## config.mk

```make
export PLATFORM = sky130hd
export DESIGN_NAME = chrono_counter_flat
export DESIGN_NICKNAME = d
export VERILOG_FILES = /design/src/rtl/chrono_if.sv /design/src/rtl/chrono_counter.sv /design/src/flat_wrapper.sv
export SDC_FILE = /design/constraint.sdc
export NUM_CORES = 1
export LEC_CHECK = 0
export ABC_AREA = 1
export CORE_UTILIZATION = 30
export DETAILED_ROUTE_END_ITERATION = 8
export SLEW_MARGIN = 20
export SYNTH_ARGS = -nofsm -noshare
export SYNTH_HDL_FRONTEND = slang
export SYNTH_SLANG_ARGS = --single-unit
```

## constraint.sdc

```tcl
create_clock -name clk_i -period 4.1 [get_ports clk_i]
set_input_delay 0.615 -clock clk_i [delete_from_list [all_inputs] [get_ports clk_i]]
set_output_delay 0.615 -clock clk_i [all_outputs]
set_load 0.02 [all_outputs]
```

## src/rtl/chrono_if.sv

```systemverilog
// Button inputs and display/status outputs of the chronometer time base.
// The counter attaches as slave; the button/display side attaches as master.
interface chrono_if;
  logic        btn_ss_i;
  logic        btn_lap_i;
  logic        btn_clr_i;
  logic [15:0] value;
  logic        running_o;
  logic        lap_o;
  logic        tick_o;
  logic        overflow_o;

  modport master (
    output btn_ss_i, btn_lap_i, btn_clr_i,
    input  value, running_o, lap_o, tick_o, overflow_o
  );

  modport slave (
    input  btn_ss_i, btn_lap_i, btn_clr_i,
    output value, running_o, lap_o, tick_o, overflow_o
  );
endinterface

```

## src/rtl/chrono_counter.sv

```systemverilog
// Chronometer time base: debounced start/stop, lap and clear buttons, 10 ms prescaler
// and a packed-BCD SS.CC counter with lap freeze and sticky overflow.
module chrono_counter #(
  parameter int unsigned CLK_FPGA        = 100000000,
  parameter int unsigned TICK_DIV        = 1000000,
  parameter int unsigned DEBOUNCE_CYCLES = 1000000
) (
  input  logic     clk_i,
  input  logic     rst_i,
  chrono_if.slave  bus
);

  // TICK_DIV of 0 derives the 10 ms divider from the clock frequency.
  localparam int unsigned TickDiv = (TICK_DIV != 0) ? TICK_DIV : CLK_FPGA / 100;
  localparam int unsigned PW      = (TickDiv > 1) ? $clog2(TickDiv) : 1;
  localparam int unsigned DW      = $clog2(DEBOUNCE_CYCLES);

  typedef enum logic [1:0] {StIdle, StRun, StLap, StPause} state_e;

  state_e              state_q, state_d;
  logic [2:0]          btn_raw, sync1_q, sync2_q, deb_q, deb_d, deb_prev_q, events;
  logic [2:0][DW-1:0]  deb_cnt_q, deb_cnt_d;
  logic [PW-1:0]       presc_q, presc_d;
  logic [15:0]         count_q, count_d, lap_q, lap_d;
  logic                overflow_q, overflow_d;
  logic                ev_ss, ev_lap, ev_clr;
  logic                counting, tick, do_clr, do_capture;

  function automatic logic [15:0] bcd_inc(input logic [15:0] v);
    logic [15:0] r;
    r = v;
    if (v[3:0] != 4'd9) begin
      r[3:0] = v[3:0] + 4'd1;
    end else begin
      r[3:0] = 4'd0;
      if (v[7:4] != 4'd9) begin
        r[7:4] = v[7:4] + 4'd1;
      end else begin
        r[7:4] = 4'd0;
        if (v[11:8] != 4'd9) begin
          r[11:8] = v[11:8] + 4'd1;
        end else begin
          r[11:8]  = 4'd0;
          r[15:12] = (v[15:12] != 4'd5) ? v[15:12] + 4'd1 : 4'd0;
        end
      end
    end
    return r;
  endfunction

  assign btn_raw = {bus.btn_clr_i, bus.btn_lap_i, bus.btn_ss_i};

  // A level is accepted only after DEBOUNCE_CYCLES consecutive disagreeing samples.
  always_comb begin
    deb_d     = deb_q;
    deb_cnt_d = deb_cnt_q;
    for (int i = 0; i < 3; i++) begin
      if (sync2_q[i] != deb_q[i]) begin
        if (deb_cnt_q[i] == DW'(DEBOUNCE_CYCLES - 1)) begin
          deb_d[i]     = sync2_q[i];
          deb_cnt_d[i] = '0;
        end else begin
          deb_cnt_d[i] = deb_cnt_q[i] + DW'(1);
        end
      end else begin
        deb_cnt_d[i] = '0;
      end
    end
  end

  assign events = deb_q & ~deb_prev_q;
  assign ev_ss  = events[0];
  assign ev_lap = events[1];
  assign ev_clr = events[2];

  // Only the highest-priority pending event is considered; if illegal it is simply dropped.
  always_comb begin
    state_d    = state_q;
    do_clr     = 1'b0;
    do_capture = 1'b0;
    unique case (state_q)
      StIdle: begin
        if (!ev_clr && ev_ss) state_d = StRun;
      end
      StRun: begin
        if (!ev_clr) begin
          if (ev_ss) begin
            state_d = StPause;
          end else if (ev_lap) begin
            state_d    = StLap;
            do_capture = 1'b1;
          end
        end
      end
      StLap: begin
        if (!ev_clr) begin
          if (ev_ss)       state_d = StPause;
          else if (ev_lap) state_d = StRun;
        end
      end
      StPause: begin
        if (ev_clr) begin
          state_d = StIdle;
          do_clr  = 1'b1;
        end else if (ev_ss) begin
          state_d = StRun;
        end
      end
      default: state_d = StIdle;
    endcase
  end

  assign counting = (state_q == StRun) || (state_q == StLap);
  assign tick     = counting && (presc_q == PW'(TickDiv - 1));

  always_comb begin
    presc_d    = presc_q;
    count_d    = count_q;
    lap_d      = lap_q;
    overflow_d = overflow_q;
    if (do_clr) begin
      presc_d    = '0;
      count_d    = '0;
      lap_d      = '0;
      overflow_d = 1'b0;
    end else begin
      if (counting) presc_d = tick ? '0 : presc_q + PW'(1);
      if (tick) begin
        count_d = bcd_inc(count_q);
        if (count_q == 16'h5999) overflow_d = 1'b1;
      end
      if (do_capture) lap_d = count_q;
    end
  end

  always_ff @(posedge clk_i or posedge rst_i) begin
    if (rst_i) begin
      state_q    <= StIdle;
      sync1_q    <= '0;
      sync2_q    <= '0;
      deb_q      <= '0;
      deb_prev_q <= '0;
      deb_cnt_q  <= '0;
      presc_q    <= '0;
      count_q    <= '0;
      lap_q      <= '0;
      overflow_q <= 1'b0;
    end else begin
      state_q    <= state_d;
      sync1_q    <= btn_raw;
      sync2_q    <= sync1_q;
      deb_q      <= deb_d;
      deb_prev_q <= deb_q;
      deb_cnt_q  <= deb_cnt_d;
      presc_q    <= presc_d;
      count_q    <= count_d;
      lap_q      <= lap_d;
      overflow_q <= overflow_d;
    end
  end

  assign bus.value      = (state_q == StLap) ? lap_q : count_q;
  assign bus.running_o  = counting;
  assign bus.lap_o      = (state_q == StLap);
  assign bus.tick_o     = tick;
  assign bus.overflow_o = overflow_q;

endmodule
```

## src/flat_wrapper.sv

```systemverilog
// flat-port wrapper written by rule: the top's interface ports become plain ports
module chrono_counter_flat 
#(
  parameter int unsigned CLK_FPGA        = 100000000,
  parameter int unsigned TICK_DIV        = 1000000,
  parameter int unsigned DEBOUNCE_CYCLES = 1000000
)
  (clk_i, rst_i, bus_btn_ss_i, bus_btn_lap_i, bus_btn_clr_i, bus_value, bus_running_o, bus_lap_o, bus_tick_o, bus_overflow_o);
  chrono_if bus_i ();
  input  logic clk_i;
  input  logic rst_i;
  input wire logic [$bits(bus_i.btn_ss_i)-1:0] bus_btn_ss_i;
  input wire logic [$bits(bus_i.btn_lap_i)-1:0] bus_btn_lap_i;
  input wire logic [$bits(bus_i.btn_clr_i)-1:0] bus_btn_clr_i;
  output wire logic [$bits(bus_i.value)-1:0] bus_value;
  output wire logic [$bits(bus_i.running_o)-1:0] bus_running_o;
  output wire logic [$bits(bus_i.lap_o)-1:0] bus_lap_o;
  output wire logic [$bits(bus_i.tick_o)-1:0] bus_tick_o;
  output wire logic [$bits(bus_i.overflow_o)-1:0] bus_overflow_o;
  assign bus_i.btn_ss_i = bus_btn_ss_i;
  assign bus_i.btn_lap_i = bus_btn_lap_i;
  assign bus_i.btn_clr_i = bus_btn_clr_i;
  assign bus_value = bus_i.value;
  assign bus_running_o = bus_i.running_o;
  assign bus_lap_o = bus_i.lap_o;
  assign bus_tick_o = bus_i.tick_o;
  assign bus_overflow_o = bus_i.overflow_o;
  chrono_counter #(.CLK_FPGA(CLK_FPGA), .TICK_DIV(TICK_DIV), .DEBOUNCE_CYCLES(DEBOUNCE_CYCLES)) u_core (.clk_i(clk_i), .rst_i(rst_i), .bus(bus_i));
endmodule
```

==> results of run 1 <==
-- metal layers --
layer | vias to the layer above | global-route usage (%) | share of wire, %
met2 | 35 | 21.1 | 47
met1 | 2617 | 17.1 | 51
met4 | 0 | 4.62 | 1.0
met5 | - | 0 | 0
met3 | 10 | 2.79 | 1.6
li1 | 2902 | - | -
-- worst max-delay path, cell delays in order (launching register included) --
cell and delay, ns:
sky130_fd_sc_hd__dfrtp_1 0.40, sky130_fd_sc_hd__inv_1 0.12, sky130_fd_sc_hd__ha_1 0.81, sky130_fd_sc_hd__nand2_1 0.11, sky130_fd_sc_hd__o21ai_0 0.10, sky130_fd_sc_hd__clkdlybuf4s50_1 0.63
-- registers in the layout, summed over array words and instances (netlist names) --
| signal | count |
|---|---|
| u_core.state_q | 2 |
| u_core.bus.overflow_o | 1 |
| u_core.sync1_q | 3 |
| u_core.deb_q | 3 |
| u_core.sync2_q | 3 |
| u_core.deb_prev_q | 3 |
| u_core.presc_q | 20 |
| u_core.lap_q | 16 |
| u_core.deb_cnt_q | 60 |
| u_core.count_q | 16 |
-- power groups by stage --
stage / Combinational, mW / Clock, mW / Sequential (mW)
CTS: 0.0639 / 1.56 / 1.27
floorplan: 0.0421 / 0 / 1.29
finish: 0.0602 / 1.52 / 1.27
global placement: 0.0629 / 0 / 1.29
global route: 0.0712 / 1.61 / 1.27
detailed placement: 0.0637 / 0 / 1.29
-- cell families (layout without fill, tap and decap cells) --
kind of cell | count (synthesis) | count (layout) | share of synthesized area [%]
AOI/OAI and AO/OA | 88 | 88 | 6.88
xor gates and xnor gates | 37 | 37 | 4.69
adders and majority gates | 16 | 16 | 2.90
buffers and inverters | 121 | 165 | 6.97
DFF | 127 | 127 | 46.0
and+or+nand+nor | 500 | 500 | 32.6
-- cells in the final DEF (no fill, tap or decap), drive strengths merged, types with 3 or more instances in the layout --
master	count
a21oi	19
clkdlybuf4s50	24
nand3b	7
xnor2	11
ha	16
nand2	208
or2	3
dfrtp	127
xor2	26
nor2	153
clkbuf	19
nand3	74
nand4	20
nor3	30
inv	113
clkinv	4
o21ai	66
-- final timing paths --
path | startpoint | to | cells after the start
max | u_core.state_q[0] | bus_value[11] | 5
min | u_core.sync1_q[2] | u_core.sync2_q[2] | 0
max reg2reg | u_core.deb_q[2] | u_core.lap_q[2] | 5
min reg2reg | u_core.sync1_q[2] | u_core.sync2_q[2] | 0
max in group asynchronous | rst_i | u_core.deb_cnt_q[1] | 3
min in group asynchronous | rst_i | u_core.sync2_q[2] | 2
-- stage by stage --
stage | power, mW | cell area (um2) | util, % | hold slack (ns) | cells
floorplan | 1.33 | 6910 | - | 0.331 | 889
global placement | 1.36 | 7450 | 32.9 | 0.338 | 1186
detailed placement | 1.36 | 7450 | 32.9 | 0.337 | 1186
CTS | 2.90 | 8050 | 35.6 | 0.352 | 1218
global route | 2.95 | 8050 | 35.6 | 0.372 | 1218
finish | 2.85 | 8050 | 35.6 | 0.350 | 1218
-- cell type report --
class,count,area (um2)
multi-input cells,641,3250
repair buffers,25,260
inverters,108,410
well taps,285,357
fillers,2305,14600
clock buffers,19,443
clock inverters,13,153
flip-flops and latches,127,3180
==> reports/qor.yml, run 1 <==
std_cell_rows: 55
achievable-frequency_mhz: 311
port_buffers: 24
outcome: "finished clean"
hp_class: "flip-flop to flip-flop"
routabilityCongestion: 0.793
yosys_warnings: 0
maximum_number_of_pins_on_one_net_before_global_route_repair: 81
crit_path_max_fanout: 36
post-route-min-period_ns: 3.22
skew_pair_late_insertion_delay_ns: 0.42
detail_route.wl_per_cell_um: 11.6
sw_power_mw: 0.643
synthCells: 889
internal_power_mw: 2.21
wl_mm: 14.2
maxCapViolCount: 0
cts-buffers-inserted: 17
cp-start-kind: "flip-flop"
synth.avg_cell_area_um2: 7.77
drive_above_1_share_pct: 7.93
global_route_wire_length_before_repair_mm: 25.1
area_delta_synth_final_pct: 16.5
cts.hold.buffers_added: 0
groute.usage.overall_pct: 13.0
synth_largest_area_cell: "sky130_fd_sc_hd__dfrtp_1"
route.antenna.remaining_nets: 0
yosys-top-cells-area: "sky130_fd_sc_hd__dfrtp_1 (46%), sky130_fd_sc_hd__nand2_1 (11%), sky130_fd_sc_hd__nor2_1 (7.9%)"
max-vdd-ir-drop_mv: 0.302
fin_crit_sh_pct: 78.5
worst_ep_required_time_ns: 3.48
via_count: 5564
drt-pass1-iter-count: 5
synth_top_cells_by_count: "sky130_fd_sc_hd__nand2_1 (198), sky130_fd_sc_hd__nor2_1 (146), sky130_fd_sc_hd__dfrtp_1 (127), sky130_fd_sc_hd__inv_1 (102), sky130_fd_sc_hd__nand3_1 (69)"
clock_tree.htree_level_count: 4
worst-r2r-setup-slack_ns: 1.94
clock-sinks: 127
critPathArrivalTime_ns: 2.60
critical_path.endpoint_type: "output port"
setup-tns-final_ns: 0
cts_buffer_depth: 2
synth-seq-area-share_pct: 46.0
critPathKind: "flip-flop to output port"
synth_largest_type_area_fraction_pct: 46.0
yosysUniqueCellTypes: 37
cts.root.buffer_cell: "sky130_fd_sc_hd__clkbuf_16"
clk_transition_reported_paths_ns: 0.06
detail_route.drc_violations: 0
switching_portion_of_total_power_pct: 22.6
tightest_slew_ns: 1.01
synth_async_sr_flop_share_pct: 100
chipWidth_um: 154
synth_seq_cells: 127
share_clk_of_total_power_pct: 53.3
initial_core_util_pct: 30.5
grt_setup_unrepaired: "no"
grt_pass1_vias: 5319
worst_path_setup_slack_after_routing_ns: 0.881
diodes_inserted: 0
power.combinational.fraction_pct: 2.1
postCtsSetupBuffers: 0
power_leakage_nw: 3.50
io_pins: 25
preCtsSetupSlack_ns: 1.30
ys_dominant_reg_cell: "sky130_fd_sc_hd__dfrtp_1"
rel_slew_slack_pct: 32.4
mappedNetlistArea_mm2: 0.00691
grt_remaining_overflow: 0
core_area_mm2: 0.0226
vias_per_cell: 4.57
timing.clock.skew_ns: 0.0123
tritoncts_clock_tree: "built"
setup_violations: 0
dieArea_mm2: 0.0236
die_h_um: 154
layout.nets: 941
yosysMostFrequentCell: "sky130_fd_sc_hd__nand2_1"
slew_viol_final: 0
synth_nets: 910
powerDensity_mw_per_mm2: 354
antenna_found_initial: 0
detailedRoute.firstIterationViolations: 307
count_of_flip_flops_with_a_built_in_enable_after_synthesis: 0
post_cts_resize_count: 0
p_seq_share_pct: 44.6
detailed_place_hpwl_mm: 10.0
finalHoldViolations: 0
Note: power is estimated with default switching activity, not from simulation.
==> run 2, diff against run 1 <==
==> constraint.sdc (replaced) <==
create_clock -name clk_i -period 2.8 [get_ports clk_i]
set_input_delay 0.42 -clock clk_i [delete_from_list [all_inputs] [get_ports clk_i]]
set_output_delay 0.42 -clock clk_i [all_outputs]
set_load 0.02 [all_outputs]
==> run 2 against run 1 <==
Clock-buffer cell count is 2 lower. Cell area is 1.1% higher. Clock skew is 0.0043 ns lower. Final cell count is 0.57% higher. Sequential share of layout area is 0.42 points lower. Register-to-register slack worse by 1.3 ns. Clock power is 51% higher. Combinational power is 53% higher. Die area stayed put. Via count is 0.14% higher. Wire length hardly changed. Critical endpoint is now bus_tick_o. Largest power group unchanged.
==> reports/qor.yml, run 2 (synthesis gave the netlist of run 1 again) <==
outcome: "finished clean"
postCtsSetupBuffers: 0
cell_breakdown_of_the_critical_path: "inv_1 > ha_1 > nand3_1 > nor2_1 > nand3_2 > inv_1 > dlygate4sd2_1"
routabilityCongestion: 0.826
drive_above_1_share_pct: 8.72
crit_path_max_fanout: 7
cts.root.buffer_cell: "sky130_fd_sc_hd__clkbuf_16"
cp-start-kind: "flip-flop"
post-route-min-period_ns: 2.65
groute.layer.met3.usage_pct: 2.54
grt_pass1_vias: 5303
via_count: 5572
critPathArrivalTime_ns: 2.23
number_of_flip_flops_in_the_largest_register: 60
skew_pair_late_insertion_delay_ns: 0.42
layer_carrying_the_most_global_route_usage: "met2"
rel_slew_slack_pct: 60.8
setup_violations: 0
maxCapViolCount: 0
drt-pass1-iter-count: 7
setup-tns-final_ns: 0
powerDensity_mw_per_mm2: 521
antenna_found_initial: 0
diodes_inserted: 0
global_route_wire_length_before_repair_mm: 24.7
port_buffers: 24
die_h_um: 154
area_delta_synth_final_pct: 17.8
slowest_delay_ns: 0.40
mostFrequentLayoutCell: "sky130_fd_sc_hd__nand2_1"
path_common_cell: "sky130_fd_sc_hd__inv_1"
vias_per_cell: 4.55
critical_path.endpoint_type: "output port"
hp_class: "input pin to async pin"
wl_mm: 14.2
cp_slowest_cell: "sky130_fd_sc_hd__dfrtp_1"
finalHoldViolations: 0
maximum_number_of_pins_on_one_net_before_global_route_repair: 54
detailed_place_hpwl_mm: 10.1
grt.met1_usage_pct: 17.4
grt_remaining_overflow: 0
finalHoldWorstSlack_ns: 0.338
fin_crit_sh_pct: 94.7
multi_input_area_mm2: 0.00325
worst_ep_required_time_ns: 2.38
io_pins: 25
mostFrequentLayoutCells: "sky130_fd_sc_hd__nand2_1 (198), sky130_fd_sc_hd__nor2_1 (146), sky130_fd_sc_hd__dfrtp_1 (127)"
detailedRoute.firstIterationViolations: 436
power_leakage_nw: 3.61
tritoncts_clock_tree: "built"
core_area_mm2: 0.0226
critPathKind: "flip-flop to output port"
route.antenna.remaining_nets: 0
gr-usage-met2_pct: 20.1
slew_viol_final: 0
detail_route.wl_per_cell_um: 11.6
std_cell_rows: 55
achievable-frequency_mhz: 377
groute.usage.overall_pct: 12.8
initial_core_util_pct: 30.5
max_flop_register: "u_core.deb_cnt_q"
max-vdd-ir-drop_mv: 0.445
grt_setup_unrepaired: "no"
cts-buffers-inserted: 17
largest_registers_ranked_by_flip_flop_count: "u_core.deb_cnt_q (60), u_core.presc_q (20)"
tightest_slew_ns: 0.585
clock-sinks: 127
clk_transition_reported_paths_ns: 0.06
timing.clock.skew_ns: 0.00800
chipWidth_um: 154
clock_tree.htree_level_count: 4
detail_route.drc_violations: 0
final.fill_count: 2303
cts_buffer_depth: 2
layout.nets: 948
seqCellArea_mm2: 0.00318
dieArea_mm2: 0.0236
run 2: changes by cell type in the layout (fill, tap and decap cells not counted), moves of 3 or more:
cell	change
sky130_fd_sc_hd__clkinv_4	+3
sky130_fd_sc_hd__buf_4	+6
sky130_fd_sc_hd__inv_6	-5
sky130_fd_sc_hd__dlymetal6s2s_1	+4
sky130_fd_sc_hd__clkinvlp_4	+3
sky130_fd_sc_hd__clkdlybuf4s50_1	-5
run 2: area by class of cell:
cell class | count | share of cell area, %
multi-input cells | 641 | 39.9
flip-flops and latches | 127 | 39.1
clock buffers | 17 | 5.23
inverters | 108 | 5.03
well taps | 285 | 4.38
repair buffers | 32 | 4.04
clock inverters | 15 | 2.32
run 2: where the power goes:
part / total [mW] / internal (mW) / switching [mW]
combinational: 0.0924 / 0.0268 / 0.0656
clock: 2.29 / 1.41 / 0.877
sequential: 1.86 / 1.85 / 0.0107
run 2: critical path: cells and delay by family, from the launching register on:
| family | cells | cell delay, ns |
|---|---|---|
| buffers and inverters | 3 | 0.65 |
| flip-flops | 1 | 0.40 |
| AND/OR/NAND/NOR | 3 | 0.37 |
| adder cells (fa/ha/maj) | 1 | 0.39 |
run 2: repair_timing:
item	4_1_cts	5_1_grt
pin swaps	0	0
endpoints found under the setup margin	1	16
cloned	0	0
hold buffers	0	0
resized for setup	1	6
run 2: final timing paths:
| path | start | to | slack [ns] | cells after the start |
|---|---|---|---|---|
| setup / recovery | u_core.state_q[1] | bus_tick_o | 0.15 | 7 |
| hold / removal | rst_i | u_core.sync1_q[2] | 0.34 | 2 |
| setup reg to reg | u_core.state_q[1] | u_core.presc_q[10] | 0.67 | 9 |
| hold reg to reg | u_core.sync1_q[2] | u_core.sync2_q[2] | 0.35 | 0 |
| max in group asynchronous | rst_i | u_core.lap_q[4] | 1.87 | 3 |
| min in group clk_i | u_core.sync1_q[2] | u_core.sync2_q[2] | 0.35 | 0 |
run 2: per-layer routing:
metal	vias up	wire length [um]
met5	-	0
met4	0	183
met2	60	6460
met1	2567	7210
met3	15	311
li1	2930	-
run 2: stage by stage:
step,setup WS [ns],util [%],total power [mW],cell area [um2],cells
after detailed placement,0.318,33.2,1.99,7510,1193
final,0.149,35.9,4.24,8140,1225
after CTS,0.0385,35.9,4.30,8120,1225
after global routing,0.0242,35.9,4.38,8140,1225
after global placement,0.388,33.2,1.99,7510,1193
after floorplan,0.786,-,1.95,6910,889
